[config.mk]
export PLATFORM = sky130hd
export DESIGN_NAME = eth_frame_gen
export DESIGN_NICKNAME = d
export VERILOG_FILES = /design/src/rtl/eth_frame_pkg.sv /design/src/rtl/crc32_d8.sv /design/src/rtl/eth_frame_gen.sv
export SDC_FILE = /design/constraint.sdc
export NUM_CORES = 1
export LEC_CHECK = 0
export BUFFER_PORTS_ARGS = -buffer_cell sky130_fd_sc_hd__buf_2
export CAP_MARGIN = 20
export CELL_PAD_IN_SITES_DETAIL_PLACEMENT = 0
export CELL_PAD_IN_SITES_GLOBAL_PLACEMENT = 1
export CORE_ASPECT_RATIO = 2
export CORE_UTILIZATION = 29
export DETAILED_ROUTE_END_ITERATION = 8
export PLACE_DENSITY = 0.66
export SLEW_MARGIN = 20
export SYNTH_ARGS = -nofsm -noshare
export SYNTH_HDL_FRONTEND = slang
export SYNTH_SLANG_ARGS = --single-unit
[constraint.sdc]
create_clock -name iclk -period 4.05 [get_ports iclk]
set_input_delay 0 -clock iclk [delete_from_list [all_inputs] [get_ports iclk]]
set_output_delay 0 -clock iclk [all_outputs]
set_load 0.01 [all_outputs]
[src/rtl/eth_frame_pkg.sv]
// Shared types, constants and helper functions for the Ethernet II frame generator.
package eth_frame_pkg;

  typedef enum logic [3:0] {
    ST_IGP  = 4'd0,
    ST_PRE  = 4'd1,
    ST_SFD  = 4'd2,
    ST_DA   = 4'd3,
    ST_SA   = 4'd4,
    ST_LEN  = 4'd5,
    ST_DATA = 4'd6,
    ST_PAD  = 4'd7,
    ST_FCS  = 4'd8
  } state_t;

  localparam logic [7:0]  PREAMBLE_BYTE = 8'h55;
  localparam logic [7:0]  SFD_BYTE      = 8'hD5;
  localparam logic [31:0] CRC32_POLY    = 32'h04C1_1DB7;
  localparam logic [31:0] CRC32_INIT    = 32'hFFFF_FFFF;
  localparam logic [31:0] CRC32_RESIDUE = 32'hDEBB_20E3;
  // Feedback taps 31, 30, 29, 27, 25 and 0 of the payload LFSR.
  localparam logic [31:0] LFSR_TAPS     = 32'hEA00_0001;

  function automatic logic [31:0] reflect32(input logic [31:0] v);
    logic [31:0] r;
    for (int i = 0; i < 32; i++) begin
      r[i] = v[31-i];
    end
    return r;
  endfunction

  function automatic logic [31:0] lfsr_step8(input logic [31:0] v);
    logic [31:0] r;
    r = v;
    for (int i = 0; i < 8; i++) begin
      r = {r[30:0], ^(r & LFSR_TAPS)};
    end
    return r;
  endfunction

endpackage

[src/rtl/crc32_d8.sv]
// Combinational byte-wide IEEE 802.3 CRC-32 update, reflected (LSB-first) form.
module crc32_d8
  import eth_frame_pkg::*;
(
  input  logic [31:0] crc,
  input  logic [7:0]  data,
  output logic [31:0] crc_next
);

  localparam logic [31:0] POLY_REFL = reflect32(CRC32_POLY);

  // Eight shift-right steps over the byte folded into the low bits.
  always_comb begin
    logic [31:0] c;
    c = crc ^ {24'h00_0000, data};
    for (int i = 0; i < 8; i++) begin
      c = {1'b0, c[31:1]} ^ (c[0] ? POLY_REFL : 32'h0000_0000);
    end
    crc_next = c;
  end

endmodule

[src/rtl/eth_frame_gen.sv]
// Ethernet II test-frame generator: preamble, SFD, addresses, length, LFSR payload,
// zero padding and FCS, streamed byte-by-byte over a valid/ready handshake.
module eth_frame_gen
  import eth_frame_pkg::*;
#(
  parameter int unsigned IFG_BYTES      = 12,
  parameter int unsigned PREAMBLE_BYTES = 7,
  parameter int unsigned MIN_DATA       = 46,
  parameter int unsigned MAX_DATA       = 1500,
  parameter int unsigned LEN_W          = 11,
  parameter logic [31:0] LFSR_SEED      = 32'hFFFF_FFFF,
  parameter int unsigned CNT_W          = 16
) (
  input  logic             iclk,
  input  logic             irst_n,
  input  logic             ienable,
  input  logic [LEN_W-1:0] ilen,
  input  logic [47:0]      idaddr,
  input  logic [47:0]      isaddr,
  input  logic             iready,
  output logic [7:0]       odata_byte,
  output logic             ovalid,
  output logic             osof,
  output logic             oeof,
  output logic [3:0]       ost,
  output logic             olen_err,
  output logic [CNT_W-1:0] oframe_cnt
);

  localparam int unsigned   LW       = LEN_W + 1;
  localparam logic [LW-1:0] ONE      = LW'(1);
  localparam logic [LW-1:0] IFG_C    = LW'(IFG_BYTES);
  localparam logic [LW-1:0] PRE_LAST = LW'(PREAMBLE_BYTES - 1);
  localparam logic [LW-1:0] MIN_C    = LW'(MIN_DATA);
  localparam logic [LW-1:0] MAX_C    = LW'(MAX_DATA);

  state_t        state, nxt_state, succ;
  logic [LW-1:0] cnt, nxt_cnt, cnt_inc, len, nxt_len;
  logic [31:0]   lfsr, nxt_lfsr, crc, nxt_crc, crc_upd, fcs;
  logic [47:0]   da, nxt_da, sa, nxt_sa;
  logic [15:0]   len16;
  logic [7:0]    nxt_byte;
  logic          xfer, last, len_err, frame_done;

  assign xfer    = ovalid & iready;
  assign cnt_inc = cnt + ONE;

  crc32_d8 u_crc (
    .crc      (crc),
    .data     (odata_byte),
    .crc_next (crc_upd)
  );

  // Whether the current byte is the last of its field, and which field follows.
  always_comb begin
    case (state)
      ST_IGP:  begin last = 1'b0;                        succ = ST_IGP;  end
      ST_PRE:  begin last = (cnt == PRE_LAST);           succ = ST_SFD;  end
      ST_SFD:  begin last = 1'b1;                        succ = ST_DA;   end
      ST_DA:   begin last = (cnt == LW'(5));             succ = ST_SA;   end
      ST_SA:   begin last = (cnt == LW'(5));             succ = ST_LEN;  end
      ST_LEN:  begin last = (cnt == ONE);
                     succ = (len != '0) ? ST_DATA : ST_PAD;              end
      ST_DATA: begin last = (cnt == len - ONE);
                     succ = (len < MIN_C) ? ST_PAD : ST_FCS;             end
      // Only reached when len < MIN_C, so the subtraction cannot wrap.
      ST_PAD:  begin last = (cnt == MIN_C - len - ONE);  succ = ST_FCS;  end
      ST_FCS:  begin last = (cnt == LW'(3));             succ = ST_IGP;  end
      default: begin last = 1'b1;                        succ = ST_IGP;  end
    endcase
  end

  // Next-state and datapath update: frame start in IGP, advance on each transfer.
  always_comb begin
    nxt_state  = state;
    nxt_cnt    = cnt;
    nxt_len    = len;
    nxt_lfsr   = lfsr;
    nxt_crc    = crc;
    nxt_da     = da;
    nxt_sa     = sa;
    len_err    = 1'b0;
    frame_done = 1'b0;
    if (state == ST_IGP) begin
      if (ienable && (cnt_inc >= IFG_C)) begin
        nxt_state = ST_PRE;
        nxt_cnt   = '0;
        nxt_da    = idaddr;
        nxt_sa    = isaddr;
        len_err   = (LW'(ilen) > MAX_C);
        nxt_len   = len_err ? MAX_C : LW'(ilen);
        nxt_crc   = CRC32_INIT;
      end else if (cnt != IFG_C) begin
        nxt_cnt = cnt_inc;
      end else begin
        nxt_cnt = cnt;
      end
    end else if (xfer) begin
      if (state inside {ST_DA, ST_SA, ST_LEN, ST_DATA, ST_PAD}) begin
        nxt_crc = crc_upd;
      end else begin
        nxt_crc = crc;
      end
      if (state == ST_DATA) begin
        nxt_lfsr = lfsr_step8(lfsr);
      end else begin
        nxt_lfsr = lfsr;
      end
      if (last) begin
        nxt_state  = succ;
        nxt_cnt    = '0;
        frame_done = (state == ST_FCS);
      end else begin
        nxt_cnt = cnt_inc;
      end
    end else begin
      nxt_state = state;
    end
  end

  // Byte presented for the upcoming state, so the output register is ready with it.
  always_comb begin
    fcs   = ~nxt_crc;
    len16 = 16'(nxt_len);
    case (nxt_state)
      ST_PRE:  nxt_byte = PREAMBLE_BYTE;
      ST_SFD:  nxt_byte = SFD_BYTE;
      ST_DA:   nxt_byte = nxt_da[6'd40 - {nxt_cnt[2:0], 3'b000} +: 8];
      ST_SA:   nxt_byte = nxt_sa[6'd40 - {nxt_cnt[2:0], 3'b000} +: 8];
      ST_LEN:  nxt_byte = nxt_cnt[0] ? len16[7:0] : len16[15:8];
      ST_DATA: nxt_byte = nxt_lfsr[7:0];
      ST_FCS:  nxt_byte = fcs[{nxt_cnt[1:0], 3'b000} +: 8];
      default: nxt_byte = 8'h00;
    endcase
  end

  // State, datapath and registered outputs.
  always_ff @(posedge iclk or negedge irst_n) begin
    if (!irst_n) begin
      state      <= ST_IGP;
      cnt        <= '0;
      len        <= '0;
      lfsr       <= LFSR_SEED;
      crc        <= CRC32_INIT;
      da         <= 48'h0;
      sa         <= 48'h0;
      odata_byte <= 8'h00;
      ovalid     <= 1'b0;
      osof       <= 1'b0;
      oeof       <= 1'b0;
      ost        <= 4'h0;
      olen_err   <= 1'b0;
      oframe_cnt <= '0;
    end else begin
      state      <= nxt_state;
      cnt        <= nxt_cnt;
      len        <= nxt_len;
      lfsr       <= nxt_lfsr;
      crc        <= nxt_crc;
      da         <= nxt_da;
      sa         <= nxt_sa;
      odata_byte <= nxt_byte;
      ovalid     <= (nxt_state != ST_IGP);
      osof       <= (nxt_state == ST_PRE) && (nxt_cnt == '0);
      oeof       <= (nxt_state == ST_FCS) && (nxt_cnt == LW'(3));
      ost        <= nxt_state;
      olen_err   <= len_err;
      oframe_cnt <= oframe_cnt + CNT_W'(frame_done);
    end
  end

endmodule

==> impl_results.html, run 1 <==
<table>
<tr><th>Metric</th><th>Value</th></tr>
<tr><th colspan="2">STA</th></tr>
<tr><td>Post-layout min period</td><td>4213 ps</td></tr>
<tr><td>Post-route setup slack</td><td>-162.7 ps</td></tr>
<tr><td>Unrepaired setup endpoints after global routing</td><td>true</td></tr>
<tr><td>Final Hold Vio Count</td><td>0</td></tr>
<tr><td>Count of pins over their slew limit</td><td>0</td></tr>
<tr><td>Period utilisation layout</td><td>1.040</td></tr>
<tr><td>Clock skew</td><td>25.68 ps</td></tr>
<tr><td>Setup violation total in the final timing report</td><td>12</td></tr>
<tr><td>Highest clock rate</td><td>237.4 MHz</td></tr>
<tr><td>Worst slew margin</td><td>0.3027</td></tr>
<tr><td>Measured slew at the worst slew-check pin</td><td>1038 ps</td></tr>
<tr><th colspan="2">Cells and area</th></tr>
<tr><td>Antenna cell count</td><td>0</td></tr>
<tr><td>Final cell area excluding filler cells</td><td>17890 µm²</td></tr>
<tr><td>Area used by sequential logic in the layout</td><td>5485 µm²</td></tr>
<tr><td>Synth-to-Final Area Change</td><td>42.76%</td></tr>
<tr><td>Share of post-route cells with drive strength above 1</td><td>0.3187</td></tr>
<tr><td>Area of the multi-input gates</td><td>7174 µm²</td></tr>
<tr><td>Net count reported at finish</td><td>1964</td></tr>
<tr><td>Fill cells</td><td>4239</td></tr>
<tr><th colspan="2">Die</th></tr>
<tr><td>I/O pin cnt</td><td>143</td></tr>
<tr><td>Die Y-Extent</td><td>296 µm</td></tr>
<tr><td>Area of the die</td><td>44100 µm²</td></tr>
<tr><td>Floorplan row count</td><td>107</td></tr>
<tr><td>Initial Util</td><td>0.2944</td></tr>
<tr><td>Total core area</td><td>42570 µm²</td></tr>
<tr><td>Floorplan die width</td><td>149 µm</td></tr>
<tr><th colspan="2">Worst setup path</th></tr>
<tr><td>Type of the setup path with the least slack</td><td>reg2reg</td></tr>
<tr><td>Worst r2r dst</td><td>odata_byte[7]</td></tr>
<tr><td>Data arrival time at the worst-slack endpoint</td><td>4610 ps</td></tr>
<tr><td>Category of the worst setup path capture point</td><td>flip-flop</td></tr>
<tr><td>Reg2reg start</td><td>len[1]</td></tr>
<tr><td>WP data required</td><td>4450 ps</td></tr>
<tr><td>Register-to-Register Path Depth</td><td>16</td></tr>
<tr><td>Category of the worst setup path launch point</td><td>flip-flop</td></tr>
<tr><td>Reg-to-reg setup timing slack</td><td>-160 ps</td></tr>
<tr><td>Biggest fanout along the worst timing path</td><td>5</td></tr>
<tr><th colspan="2">Yosys</th></tr>
<tr><td>Flops &amp; latches, synth</td><td>216</td></tr>
<tr><td>Nets in the synthesized netlist</td><td>1553</td></tr>
<tr><td>Top cell type by total area after synthesis</td><td>dfrtp_1</td></tr>
<tr><td>Synthesized area divided by synthesized cell count</td><td>8.734 µm²</td></tr>
<tr><td>Number of library cell types mapped by synthesis</td><td>94</td></tr>
<tr><td>Prevailing post-synth register cell</td><td>dfrtp_1</td></tr>
<tr><td>Syn Std Cell Area</td><td>12530 µm²</td></tr>
<tr><td>Number of enable flip-flop cells after synthesis</td><td>0</td></tr>
<tr><td>Asr flop ratio synth</td><td>1.000</td></tr>
<tr><td>Number of synthesis warnings</td><td>0</td></tr>
<tr><td>Most repeated cell in the gate-level netlist after synthesis</td><td>nand2_1</td></tr>
<tr><td>Sequential cell area fraction in the yosys report</td><td>0.4377</td></tr>
<tr><td>Top area cells in the synthesized netlist</td><td>dfrtp_1 (30%), dfstp_2 (13%), nand2_1 (13%), xnor2_1 (6.0%), mux2i_1 (3.0%)</td></tr>
<tr><td>Synth Instances</td><td>1435</td></tr>
<tr><td>Top cell types by occurrence after synthesis</td><td>nand2_1 (446), dfrtp_1 (152), xnor2_1 (86)</td></tr>
<tr><td>Proportion of netlist area held by the largest area contributor</td><td>0.3035</td></tr>
<tr><th colspan="2">Pwr</th></tr>
<tr><td>Internal Power</td><td>8287 µW</td></tr>
<tr><td>Power share of the combinational group</td><td>0.607</td></tr>
<tr><td>Leakage power figure</td><td>0.008154 µW</td></tr>
<tr><td>Power per cell area</td><td>812.7 nW/µm²</td></tr>
<tr><td>Worst voltage drop across the vdd grid</td><td>0.6167 mV</td></tr>
<tr><td>Clock network fraction of total power</td><td>0.150</td></tr>
<tr><td>Sequential power share</td><td>0.243</td></tr>
<tr><td>Switch share</td><td>0.4301</td></tr>
<tr><td>Switch Pwr</td><td>6253 µW</td></tr>
<tr><th colspan="2">Global route</th></tr>
<tr><td>Number of global-route vias before repair</td><td>12.72k</td></tr>
<tr><td>Grt ovf</td><td>0</td></tr>
<tr><td>Number of antenna violations at the first check in global routing</td><td>0</td></tr>
<tr><td>Maximum number of pins on one net before global-route repair</td><td>103</td></tr>
<tr><td>Global-route usage over all layers</td><td>0.2156</td></tr>
<tr><td>First-pass GRT wire length</td><td>72.11 mm</td></tr>
<tr><th colspan="2">CTS</th></tr>
<tr><td>TritonCTS clock tree</td><td>built</td></tr>
<tr><td>Maximum buffer depth of the clock tree</td><td>3</td></tr>
<tr><td>Clock buffers created by TritonCTS</td><td>24</td></tr>
<tr><td>CTS Root Buffer Type</td><td>clkbuf_16</td></tr>
<tr><td>Clk Latency, worst-skew pair</td><td>550 ps</td></tr>
<tr><td>Number of levels the H-tree was split into</td><td>1</td></tr>
<tr><td>Clock transition at the registers of the reported paths</td><td>60 ps</td></tr>
<tr><td>Num Clock Sinks</td><td>216</td></tr>
<tr><th colspan="2">Placed design</th></tr>
<tr><td>Standard cell area after detailed placement</td><td>15180 µm²</td></tr>
<tr><td>Pre-CTS worst setup slack</td><td>-393.3 ps</td></tr>
<tr><td>Detailed placement HPWL</td><td>35.73 mm</td></tr>
<tr><td>Final weighted congestion in routability-driven placement</td><td>0.9363</td></tr>
<tr><td>Port-buffer cells</td><td>142</td></tr>
<tr><th colspan="2">Outcome</th></tr>
<tr><td>Failing checks</td><td>setup timing</td></tr>
<tr><td>Outcome</td><td>finished, violations left</td></tr>
<tr><th colspan="2">Flow run</th></tr>
<tr><td>Total of max-cap violations</td><td>0</td></tr>
<tr><th colspan="2">Worst hold path</th></tr>
<tr><td>Worst min-delay path category</td><td>in2async</td></tr>
<tr><th colspan="2">Drt</th></tr>
<tr><td>Vias per cell</td><td>5.015</td></tr>
<tr><td>Starting DRT DRC Count</td><td>543</td></tr>
<tr><td>Number of nets with antenna violations after routing</td><td>0</td></tr>
<tr><td>Number of iterations in the first detailed-routing pass</td><td>6</td></tr>
<tr><td>Wire length per cell after detailed routing</td><td>19.53 µm</td></tr>
<tr><td>Total wirelength of the detailed-routed design</td><td>47.05 mm</td></tr>
<tr><td>Detailed-route DRC error count</td><td>0</td></tr>
<tr><td>Vias post-DR</td><td>12.08k</td></tr>
</table>
## metrics by stage
step	total power [µW]	hold slack, ps	TNS, ps	utilization	instances
6_report	14540	91.74	-1119	0.4203	2409
4_1_cts	14230	127.7	-655.7	0.4092	2398
5_1_grt	15470	159.2	-2957	0.4203	2409
2_1_floorplan	8350	-295.6	0	-	1435
3_5_place_dp	11630	131.2	-4436	0.3566	2232
3_3_place_gp	11610	109.2	-3534	0.3566	2232
## layer usage
layer / vias to the layer above / GRT usage / share of wire
met1: 5844 / 0.2194 / 0.35
met2: 312 / 0.4101 / 0.55
met3: 146 / 0.01892 / 0.029
met5: - / 0 / 0
li1: 5780 / - / -
met4: 0 / 0.1444 / 0.071
## cells in the final DEF (no fill, tap or decap), types with 40 or more instances in the layout
cell and count:
dfstp_2 64, buf_2 142, nor2_1 46, dlygate4sd3_1 111
nand2_1 440, o21ai_0 40, buf_4 185, xnor2_1 83
dfrtp_1 152, a21oi_1 43
## flip-flops by register name, indices dropped and copies added, names as in the netlist, 4 cells and up
| name | cells |
|---|---|
| cnt | 12 |
| crc | 32 |
| da | 48 |
| len | 12 |
| lfsr | 32 |
| odata_byte | 8 |
| oframe_cnt | 16 |
| sa | 48 |
| state | 4 |
## how the worst max path moves through the flow
| stage | start | slack (ps) | end |
|---|---|---|---|
| floorplan | len[1] | 20 | odata_byte[7] |
| global placement | len[1] | -290 | oframe_cnt[14] |
| detailed placement | len[1] | -390 | oframe_cnt[14] |
| CTS | len[1] | -120 | odata_byte[7] |
| global route | len[1] | -310 | odata_byte[7] |
| finish | len[1] | -160 | odata_byte[7] |
## power by group through the flow
stage	clock [µW]	sequential (µW)	combinational (µW)
floorplan	0	3360	4990
CTS	2260	3520	8450
global placement	0	3530	8080
global route	2340	3620	9500
detailed placement	0	3550	8080
finish	2190	3530	8830
## final cells by class
cell class | count | area share
sequential | 216 | 0.3066
clock buffer | 31 | 0.03734
multi-input combinational | 1112 | 0.4010
tap | 545 | 0.03811
clock inverter | 13 | 0.006504
timing repair buffer | 469 | 0.2055
inverter | 23 | 0.005035
## worst max-delay path: stages, from the launching register on
cell and delay [ps]:
dfrtp_1 400, inv_2 140, ha_4 140, or4b_4 490, or4_1 410, a21o_1 190
o311a_1 140, xnor2_2 200, or3_4 390, o31ai_4 260, buf_6 160, nand2_8 70
buf_4 140, mux2_2 270, a22o_1 210, o41ai_2 300, o2111ai_1 140
## cell families (layout without fill, tap and decap cells)
| logic type | Yosys count | count (layout) | synth area share |
|---|---|---|---|
| AND/OR/NAND/NOR | 669 | 670 | 0.2384 |
| adder cells (fa/ha/maj) | 7 | 7 | 0.006988 |
| AO/OA/AOI/OAI | 253 | 253 | 0.1437 |
| flip-flops | 216 | 216 | 0.4377 |
| buffers and inverters | 108 | 536 | 0.03574 |
| multiplexers | 57 | 57 | 0.04962 |
| XOR/XNOR | 125 | 125 | 0.08795 |
## repair_timing
item | 4_1_cts | 5_1_grt
pin swaps | 18 | 26
hold buffers | 111 | 0
endpoints found under the hold margin | 205 | 0
gates cloned | 1 | 1
setup endpoints to repair | 21 | 20
gates resized for setup | 56 | 77
buffers inserted | 10 | 10
(Power assumes the default switching activity.)
==> run 2, diff against run 1 <==
--- a/config.mk
+++ b/config.mk
@@ -5,7 +5,7 @@
 export SDC_FILE = /design/constraint.sdc
 export NUM_CORES = 1
 export LEC_CHECK = 0
-export BUFFER_PORTS_ARGS = -buffer_cell sky130_fd_sc_hd__buf_2
+export BUFFER_PORTS_ARGS = -buffer_cell sky130_fd_sc_hd__buf_4
 export CAP_MARGIN = 20
 export CELL_PAD_IN_SITES_DETAIL_PLACEMENT = 0
 export CELL_PAD_IN_SITES_GLOBAL_PLACEMENT = 1
==> run 2 against run 1 <==
Effect of this change:
- the run still ends with setup timing left
- sequential share of layout area decreased by 0.71 points
- critical path depth unchanged
- design area increased by 2.4%
- setup slack improved by 26 ps
- worst hold slack improved by 4.5 ps
- core utilization increased by 0.99 points
- global-route usage decreased by 0.12 points
- register-to-register slack improved by 30 ps
- clock-buffer cell count increased by 4
- final cell count increased by 0.12%
- power increased by 1.1%
- sequential power about the same
- largest power group unchanged
==> impl_results.html, run 2 (synthesized netlist as in run 1, its figures left out) <==
<table>
<tr><th>Metric</th><th>Value</th></tr>
<tr><th colspan="2">Outcome</th></tr>
<tr><td>Outcome</td><td>finished, violations left</td></tr>
<tr><td>Failing checks</td><td>setup timing</td></tr>
<tr><th colspan="2">STA</th></tr>
<tr><td>Setup violation total in the final timing report</td><td>9 (-3)</td></tr>
<tr><td>Post-layout min period</td><td>4187 ps (-25.75 ps)</td></tr>
<tr><td>Worst hold slack across all endpoints</td><td>96.20 ps (+4.453 ps)</td></tr>
<tr><td>Unrepaired setup endpoints after global routing</td><td>true</td></tr>
<tr><td>Count of pins over their slew limit</td><td>0 (unchanged)</td></tr>
<tr><td>Measured slew at the worst slew-check pin</td><td>967.0 ps (-70.93 ps)</td></tr>
<tr><td>Post-route setup slack</td><td>-136.9 ps (+25.75 ps)</td></tr>
<tr><td>Highest clock rate</td><td>238.8 MHz (+0.62%)</td></tr>
<tr><td>Clock skew</td><td>29.97 ps (+4.289 ps)</td></tr>
<tr><td>Period utilisation layout</td><td>1.034 (-0.006357)</td></tr>
<tr><td>Worst slew margin</td><td>0.3546 (+0.05191)</td></tr>
<tr><td>Final Hold Vio Count</td><td>0 (unchanged)</td></tr>
<tr><th colspan="2">Placed design</th></tr>
<tr><td>Final weighted congestion in routability-driven placement</td><td>0.9490 (+1.4%)</td></tr>
<tr><td>Port-buffer cells</td><td>142 (unchanged)</td></tr>
<tr><td>Detailed placement HPWL</td><td>35.63 mm (-0.30%)</td></tr>
<tr><th colspan="2">Drt</th></tr>
<tr><td>Wire length per cell after detailed routing</td><td>19.40 µm (-0.66%)</td></tr>
<tr><td>Vias per cell</td><td>5.060 (+0.88%)</td></tr>
<tr><td>Number of iterations in the first detailed-routing pass</td><td>5 (-1)</td></tr>
<tr><td>Starting DRT DRC Count</td><td>514 (-5.3%)</td></tr>
<tr><td>Total wirelength of the detailed-routed design</td><td>46.80 mm (-0.54%)</td></tr>
<tr><td>Vias post-DR</td><td>12.20k (+1.0%)</td></tr>
<tr><td>Detailed-route DRC error count</td><td>0 (unchanged)</td></tr>
<tr><td>Number of nets with antenna violations after routing</td><td>0 (unchanged)</td></tr>
<tr><th colspan="2">CTS</th></tr>
<tr><td>Clk Latency, worst-skew pair</td><td>560 ps (about the same)</td></tr>
<tr><td>Maximum buffer depth of the clock tree</td><td>3 (unchanged)</td></tr>
<tr><td>TritonCTS clock tree</td><td>built</td></tr>
<tr><td>Num Clock Sinks</td><td>216 (unchanged)</td></tr>
<tr><td>Number of levels the H-tree was split into</td><td>1 (unchanged)</td></tr>
<tr><td>Clock transition at the registers of the reported paths</td><td>70 ps (about the same)</td></tr>
<tr><td>CTS Root Buffer Type</td><td>clkbuf_16</td></tr>
<tr><td>Clock buffers created by TritonCTS</td><td>23 (-4.2%)</td></tr>
<tr><th colspan="2">Die</th></tr>
<tr><td>Floorplan row count</td><td>107 (unchanged)</td></tr>
<tr><td>Floorplan die width</td><td>149 µm (unchanged)</td></tr>
<tr><td>I/O pin cnt</td><td>143 (unchanged)</td></tr>
<tr><td>Area of the die</td><td>44100 µm² (unchanged)</td></tr>
<tr><td>Initial Util</td><td>0.2944 (unchanged)</td></tr>
<tr><td>Die Y-Extent</td><td>296 µm (unchanged)</td></tr>
<tr><td>Total core area</td><td>42570 µm² (unchanged)</td></tr>
<tr><th colspan="2">Flow run</th></tr>
<tr><td>Total of max-cap violations</td><td>0 (unchanged)</td></tr>
<tr><th colspan="2">Pwr</th></tr>
<tr><td>Leakage power figure</td><td>0.008314 µW (+2.0%)</td></tr>
<tr><td>Power per cell area</td><td>802.6 nW/µm² (-1.2%)</td></tr>
<tr><td>PnR Total Power</td><td>14700 µW (+1.1%)</td></tr>
<tr><td>Worst voltage drop across the vdd grid</td><td>0.4807 mV (-22%)</td></tr>
<tr><th colspan="2">Worst setup path</th></tr>
<tr><td>Category of the worst setup path capture point</td><td>flip-flop</td></tr>
<tr><td>WP data required</td><td>4460 ps (about the same)</td></tr>
<tr><td>Register-to-Register Path Depth</td><td>16 (unchanged)</td></tr>
<tr><td>CP bufs+invs</td><td>3 (unchanged)</td></tr>
<tr><td>Family with the most delay on the worst path</td><td>simple AND/OR/NAND/NOR gates</td></tr>
<tr><td>Worst path depth</td><td>16 (unchanged)</td></tr>
<tr><td>Max incr delay on CP</td><td>520 ps (+30 ps)</td></tr>
<tr><td>Biggest fanout along the worst timing path</td><td>5 (unchanged)</td></tr>
<tr><td>Category of the worst setup path launch point</td><td>flip-flop</td></tr>
<tr><td>Slowest-stage cell, CP</td><td>or4b_4</td></tr>
<tr><td>Worst setup path endpoint</td><td>odata_byte[0]</td></tr>
<tr><td>Reg-to-reg setup timing slack</td><td>-140 ps (+30 ps)</td></tr>
<tr><td>Data arrival time at the worst-slack endpoint</td><td>4590 ps (-20 ps)</td></tr>
<tr><td>Reg2reg start</td><td>len[1]</td></tr>
<tr><td>Worst r2r dst</td><td>odata_byte[0]</td></tr>
<tr><td>Type of the setup path with the least slack</td><td>reg2reg</td></tr>
<tr><td>Cells along the critical path</td><td>inv_2, buf_6, ha_4, or4b_4, a221oi_2, o21bai_4, xor2_2, nand3b_1, or3_4, o31a_1, buf_4, or4_4, o211a_1, o21ai_2, and4_1, o2111ai_2</td></tr>
<tr><td>First element of the critical path</td><td>len[1]</td></tr>
<tr><th colspan="2">Cells and area</th></tr>
<tr><td>Highest-count cells in the layout ignoring fill and taps</td><td>nand2_1 (443), buf_4 (340), dfrtp_1 (152)</td></tr>
<tr><td>Net count reported at finish</td><td>1968 (+0.20%)</td></tr>
<tr><td>Synth-to-Final Area Change</td><td>46.13%</td></tr>
<tr><td>Most frequent standard cell in the layout excluding fill and tap cells</td><td>nand2_1</td></tr>
<tr><td>Registers with the most flip-flops</td><td>da x48, sa x48</td></tr>
<tr><td>Share of post-route cells with drive strength above 1</td><td>0.3182 (-0.0005121)</td></tr>
<tr><td>Fill cells</td><td>4234 (-0.12%)</td></tr>
<tr><td>Antenna cell count</td><td>0 (unchanged)</td></tr>
<tr><th colspan="2">Global route</th></tr>
<tr><td>First-pass GRT wire length</td><td>71.91 mm (-0.28%)</td></tr>
<tr><td>Number of antenna violations at the first check in global routing</td><td>0 (unchanged)</td></tr>
<tr><td>Maximum number of pins on one net before global-route repair</td><td>114 (+11%)</td></tr>
<tr><td>Global-route usage over all layers</td><td>0.2144 (-0.001203)</td></tr>
<tr><td>Number of global-route vias before repair</td><td>12.81k (+0.70%)</td></tr>
<tr><td>Grt ovf</td><td>0 (unchanged)</td></tr>
<tr><th colspan="2">Worst hold path</th></tr>
<tr><td>Worst min-delay path category</td><td>in2async</td></tr>
</table>
[run 2: changes by cell type in the layout (fill, tap and decap cells not counted), moves of 6 or more]
cell	before	now
clkinv_2	6	0
buf_2	142	0
buf_4	185	340
buf_6	16	7
clkbuf_8	2	9
a21oi_2	3	9
[run 2: metrics by stage]
stage | setup slack [ps] | setup TNS [ps] | util | instances | cell area, µm²
after floorplan | 16.93 | 0 | - | 1435 | 12540
after global placement | -256.4 | -2722 | 0.3663 | 2237 | 15600
after detailed placement | -299.1 | -3760 | 0.3663 | 2237 | 15600
after CTS | -165.0 | -1211 | 0.4197 | 2401 | 17870
after global routing | -270.3 | -3368 | 0.4302 | 2412 | 18320
final | -136.9 | -618.8 | 0.4302 | 2412 | 18320
[run 2: repair_timing]
item                                   CTS  global route
setup buffers                           11            10
endpoints found under the hold margin  197             0
hold buffers                           112             0
pin swaps                               33            37
gates cloned                             0             1
setup endpoints to repair               19            21
resized for setup                       54            71
[run 2: worst min-delay path by stage]
stage	startpoint	slack (ps)	endpoint	depth (start not counted)
2_1_floorplan	irst_n	-300	cnt[0]	0
3_3_place_gp	irst_n	140	da[13]	1
3_5_place_dp	irst_n	160	da[13]	1
4_1_cts	irst_n	140	sa[13]	2
5_1_grt	irst_n	190	da[3]	2
6_report	irst_n	100	sa[13]	2
[run 2: worst register-to-register path: cells and delay by family (launching register included)]
kind / cells / cell delay, ps
xor+xnor: 1 / 190
flops: 1 / 390
fa+ha+maj: 1 / 120
compound gates: 6 / 1230
buf+inv: 3 / 390
simple gates: 5 / 1740
[run 2: layout make-up]
type	count	area (µm²)	area share
multi-input cells	1111	7173	0.3917
flip-flops and latches	216	5485	0.2995
repair buffers	475	4063	0.2218
clock buffers	35	710.7	0.03880
well taps	545	681.9	0.03723
clock inverters	7	110.1	0.006012
inverters	23	91.34	0.004987
[run 2: per-layer routing]
metal  GRT usage  wire [µm]
met1      0.2132      16330
met2      0.4142      25890
met3     0.01846       1279
met4      0.1429       3297
met5           0          0
[run 2: where the power goes]
part	switching, µW	leakage, µW	internal [µW]	total, µW
Sequential	518	0.00263	3030	3540
Combinational	4800	0.00529	4050	8840
Clock	966	0.000399	1350	2310
==> run 3, diff against run 2 <==
--- a/config.mk
+++ b/config.mk
@@ -13,6 +13,7 @@
 export CORE_UTILIZATION = 29
 export DETAILED_ROUTE_END_ITERATION = 8
 export PLACE_DENSITY = 0.66
+export SETUP_SLACK_MARGIN = 0.4
 export SLEW_MARGIN = 20
 export SYNTH_ARGS = -nofsm -noshare
 export SYNTH_HDL_FRONTEND = slang
==> run 3 against run 2 <==
Effect of this change:
- the run still ends with setup timing left
- final cell count grew 0.62%
- combinational power up 4.6%
- core utilization is 0.062 points higher
- critical path depth stayed put
- design area rose by 0.14%
- clock power decreased by 9.5%
- non-clock buffer count up 17
- maximum frequency fell by 1.5%
- power rose by 0.77%
==> impl_results.html, run 3 (synthesized netlist as in run 1, its figures left out) <==
<table>
<tr><th>Metric</th><th>Value</th></tr>
<tr><th colspan="2">Outcome</th></tr>
<tr><td>Outcome</td><td>finished, violations left</td></tr>
<tr><td>Failing checks</td><td>setup timing</td></tr>
<tr><th colspan="2">Global route</th></tr>
<tr><td>Maximum number of pins on one net before global-route repair</td><td>102 (-11%)</td></tr>
<tr><td>Number of antenna violations at the first check in global routing</td><td>0 (unchanged)</td></tr>
<tr><td>Number of global-route vias before repair</td><td>12.64k (-1.4%)</td></tr>
<tr><td>Grt ovf</td><td>0 (unchanged)</td></tr>
<tr><td>First-pass GRT wire length</td><td>71.30 mm (-0.84%)</td></tr>
<tr><td>Global-route usage over all layers</td><td>0.2137 (-0.0006416)</td></tr>
<tr><th colspan="2">Die</th></tr>
<tr><td>Total core area</td><td>42570 µm² (unchanged)</td></tr>
<tr><td>Floorplan row count</td><td>107 (unchanged)</td></tr>
<tr><td>Area of the die</td><td>44100 µm² (unchanged)</td></tr>
<tr><td>Floorplan die width</td><td>149 µm (unchanged)</td></tr>
<tr><td>Die Y-Extent</td><td>296 µm (unchanged)</td></tr>
<tr><td>Initial Util</td><td>0.2944 (unchanged)</td></tr>
<tr><td>I/O pin cnt</td><td>143 (unchanged)</td></tr>
<tr><th colspan="2">Placed design</th></tr>
<tr><td>Final weighted congestion in routability-driven placement</td><td>0.9540 (+0.53%)</td></tr>
<tr><td>Standard cell area after detailed placement</td><td>15620 µm² (+0.17%)</td></tr>
<tr><td>Cell count after placement</td><td>2246 (+0.40%)</td></tr>
<tr><td>Port-buffer cells</td><td>142 (unchanged)</td></tr>
<tr><td>Detailed placement HPWL</td><td>35.65 mm (about the same)</td></tr>
<tr><th colspan="2">STA</th></tr>
<tr><td>Post-layout min period</td><td>4252 ps (+65.50 ps)</td></tr>
<tr><td>Post-route setup slack</td><td>-202.4 ps (-65.50 ps)</td></tr>
<tr><td>Setup violation total in the final timing report</td><td>10 (+1)</td></tr>
<tr><td>Period utilisation layout</td><td>1.050 (+0.01617)</td></tr>
<tr><td>Unrepaired setup endpoints after global routing</td><td>true</td></tr>
<tr><td>Final Hold Vio Count</td><td>0 (unchanged)</td></tr>
<tr><td>Worst slew margin</td><td>0.3659 (+0.01125)</td></tr>
<tr><td>Count of pins over their slew limit</td><td>0 (unchanged)</td></tr>
<tr><td>Clock skew</td><td>13.22 ps (-16.75 ps)</td></tr>
<tr><td>Highest clock rate</td><td>235.2 MHz (-1.5%)</td></tr>
<tr><td>Measured slew at the worst slew-check pin</td><td>950.2 ps (-16.85 ps)</td></tr>
<tr><th colspan="2">Drt</th></tr>
<tr><td>Vias post-DR</td><td>12.03k (-1.4%)</td></tr>
<tr><td>Number of iterations in the first detailed-routing pass</td><td>5 (unchanged)</td></tr>
<tr><td>Vias per cell</td><td>4.957 (-2.0%)</td></tr>
<tr><td>Detailed-route DRC error count</td><td>0 (unchanged)</td></tr>
<tr><td>Total wirelength of the detailed-routed design</td><td>46.46 mm (-0.72%)</td></tr>
<tr><td>Wire length per cell after detailed routing</td><td>19.14 µm (-1.3%)</td></tr>
<tr><td>Number of nets with antenna violations after routing</td><td>0 (unchanged)</td></tr>
<tr><td>Starting DRT DRC Count</td><td>523 (+1.8%)</td></tr>
<tr><th colspan="2">Cells and area</th></tr>
<tr><td>Share of post-route cells with drive strength above 1</td><td>0.3241 (+0.005966)</td></tr>
<tr><td>Fill cells</td><td>4219 (-0.35%)</td></tr>
<tr><td>Most frequent standard cell in the layout excluding fill and tap cells</td><td>nand2_1</td></tr>
<tr><td>Highest-count cells in the layout ignoring fill and taps</td><td>nand2_1 (441), buf_4 (355), dfrtp_1 (152)</td></tr>
<tr><td>Final cell area excluding filler cells</td><td>18340 µm² (+0.14%)</td></tr>
<tr><td>Net count reported at finish</td><td>1984 (+0.81%)</td></tr>
<tr><td>Antenna cell count</td><td>0 (unchanged)</td></tr>
<tr><td>Final instance count without filler cells</td><td>2427 (+0.62%)</td></tr>
<tr><td>Registers with the most flip-flops</td><td>da x48, sa x48</td></tr>
<tr><td>Synth-to-Final Area Change</td><td>46.34%</td></tr>
<tr><th colspan="2">Pwr</th></tr>
<tr><td>Switch Pwr</td><td>6326 µW (+0.75%)</td></tr>
<tr><td>Sequential power share</td><td>0.234 (-0.007)</td></tr>
<tr><td>Clock network fraction of total power</td><td>0.141 (-0.016)</td></tr>
<tr><td>Worst voltage drop across the vdd grid</td><td>0.5534 mV (+15%)</td></tr>
<tr><td>Power per cell area</td><td>807.6 nW/µm² (+0.62%)</td></tr>
<tr><td>Switch share</td><td>0.4271 (about the same)</td></tr>
<tr><td>Power share of the combinational group</td><td>0.625 (+0.023)</td></tr>
<tr><td>Internal Power</td><td>8487 µW (+0.78%)</td></tr>
<tr><td>Leakage power figure</td><td>0.008333 µW (+0.23%)</td></tr>
<tr><th colspan="2">Flow run</th></tr>
<tr><td>Total of max-cap violations</td><td>0 (unchanged)</td></tr>
<tr><th colspan="2">CTS</th></tr>
<tr><td>Maximum buffer depth of the clock tree</td><td>3 (unchanged)</td></tr>
<tr><td>Clock transition at the registers of the reported paths</td><td>60 ps (about the same)</td></tr>
<tr><td>CTS Root Buffer Type</td><td>clkbuf_16</td></tr>
<tr><td>Clk Latency, worst-skew pair</td><td>540 ps (-20 ps)</td></tr>
<tr><td>Num Clock Sinks</td><td>216 (unchanged)</td></tr>
<tr><td>Number of levels the H-tree was split into</td><td>1 (unchanged)</td></tr>
<tr><td>TritonCTS clock tree</td><td>built</td></tr>
<tr><td>Clock buffers created by TritonCTS</td><td>22 (-4.3%)</td></tr>
<tr><th colspan="2">Worst setup path</th></tr>
<tr><td>Data arrival time at the worst-slack endpoint</td><td>4650 ps (+60 ps)</td></tr>
<tr><td>Reg2reg start</td><td>len[1]</td></tr>
<tr><td>Category of the worst setup path capture point</td><td>flip-flop</td></tr>
<tr><td>Worst r2r dst</td><td>odata_byte[6]</td></tr>
<tr><td>Reg-to-reg setup timing slack</td><td>-200 ps (-70 ps)</td></tr>
<tr><td>WP data required</td><td>4450 ps (about the same)</td></tr>
<tr><td>Type of the setup path with the least slack</td><td>reg2reg</td></tr>
<tr><td>Register-to-Register Path Depth</td><td>16 (unchanged)</td></tr>
<tr><td>Biggest fanout along the worst timing path</td><td>5 (unchanged)</td></tr>
<tr><td>Category of the worst setup path launch point</td><td>flip-flop</td></tr>
<tr><th colspan="2">Worst hold path</th></tr>
<tr><td>Hold path endpoint</td><td>cnt[8]</td></tr>
<tr><td>Number of instances on the worst hold path</td><td>6</td></tr>
<tr><td>Worst min-delay path category</td><td>in2reg</td></tr>
<tr><td>HP Start</td><td>ienable</td></tr>
</table>
-- run 3: timing repair --
| item | in CTS | in global routing |
|---|---|---|
| hold endpoints to repair | 206 | 0 |
| hold buffers | 110 | 0 |
| buffers inserted | 19 | 10 |
| gates cloned | 2 | 0 |
| gates resized for setup | 76 | 55 |
| endpoints found under the setup margin | 30 | 38 |
| pin swaps | 35 | 26 |
-- run 3: routing by layer --
layer  part of all wire  vias to the layer above  global-route usage
met2               0.55                      285              0.4103
met5                  0                        -                   0
li1                   -                     5815                   -
met4              0.066                        0              0.1394
met3              0.028                      123             0.01877
met1               0.36                     5808              0.2158
-- run 3: final cells by class --
cell class                 instances  area (µm²)  area share
clock inverter                    13       128.9    0.007026
multi-input combinational       1111        7183      0.3916
sequential                       216        5485      0.2991
tap                              545       681.9     0.03718
timing repair buffer             492        4172      0.2274
inverter                          23       90.09    0.004912
clock buffer                      27       600.6     0.03274
-- run 3: worst max-delay path by stage --
| stage | end | depth (start not counted) | startpoint | slack [ps] |
|---|---|---|---|---|
| after floorplan | odata_byte[7] | 15 | len[1] | 40 |
| after global placement | odata_byte[0] | 18 | len[0] | -450 |
| after detailed placement | odata_byte[2] | 16 | len[1] | -400 |
| after CTS | odata_byte[2] | 17 | len[0] | -210 |
| after global routing | odata_byte[7] | 18 | len[1] | -360 |
| final | odata_byte[6] | 16 | len[1] | -200 |
-- run 3: critical path: stages (launching register included) --
cell,delay (ps)
dfrtp_1,390
inv_2,110
ha_4,130
or4b_4,490
buf_4,160
o31a_1,250
a32oi_2,240
buf_4,170
xnor2_1,80
or3_4,370
o31ai_4,300
nand2_4,170
buf_8,170
mux2_1,320
a22o_1,230
a211oi_2,360
o2111ai_1,160
-- run 3: power groups by stage --
| stage | registers [µW] | clock network [µW] | logic [µW] |
|---|---|---|---|
| floorplan | 3360 | 0 | 5020 |
| global placement | 3490 | 0 | 8410 |
| detailed placement | 3500 | 0 | 8440 |
| CTS | 3470 | 2150 | 9010 |
| global route | 3550 | 2220 | 9960 |
| finish | 3470 | 2090 | 9250 |
-- run 3: through the flow --
stage               TNS, ps  total power [µW]  utilization  setup WS (ps)  hold WS (ps)
CTS                   -1677             14630       0.4226         -211.7         33.44
global route          -2833             15720       0.4308         -356.6         149.7
finish                -1388             14810       0.4308         -202.4         118.7
global placement      -3326             11890       0.3670         -451.5         130.2
floorplan                 0              8374            -          42.52        -295.6
detailed placement    -4633             11940       0.3670         -404.5         139.1
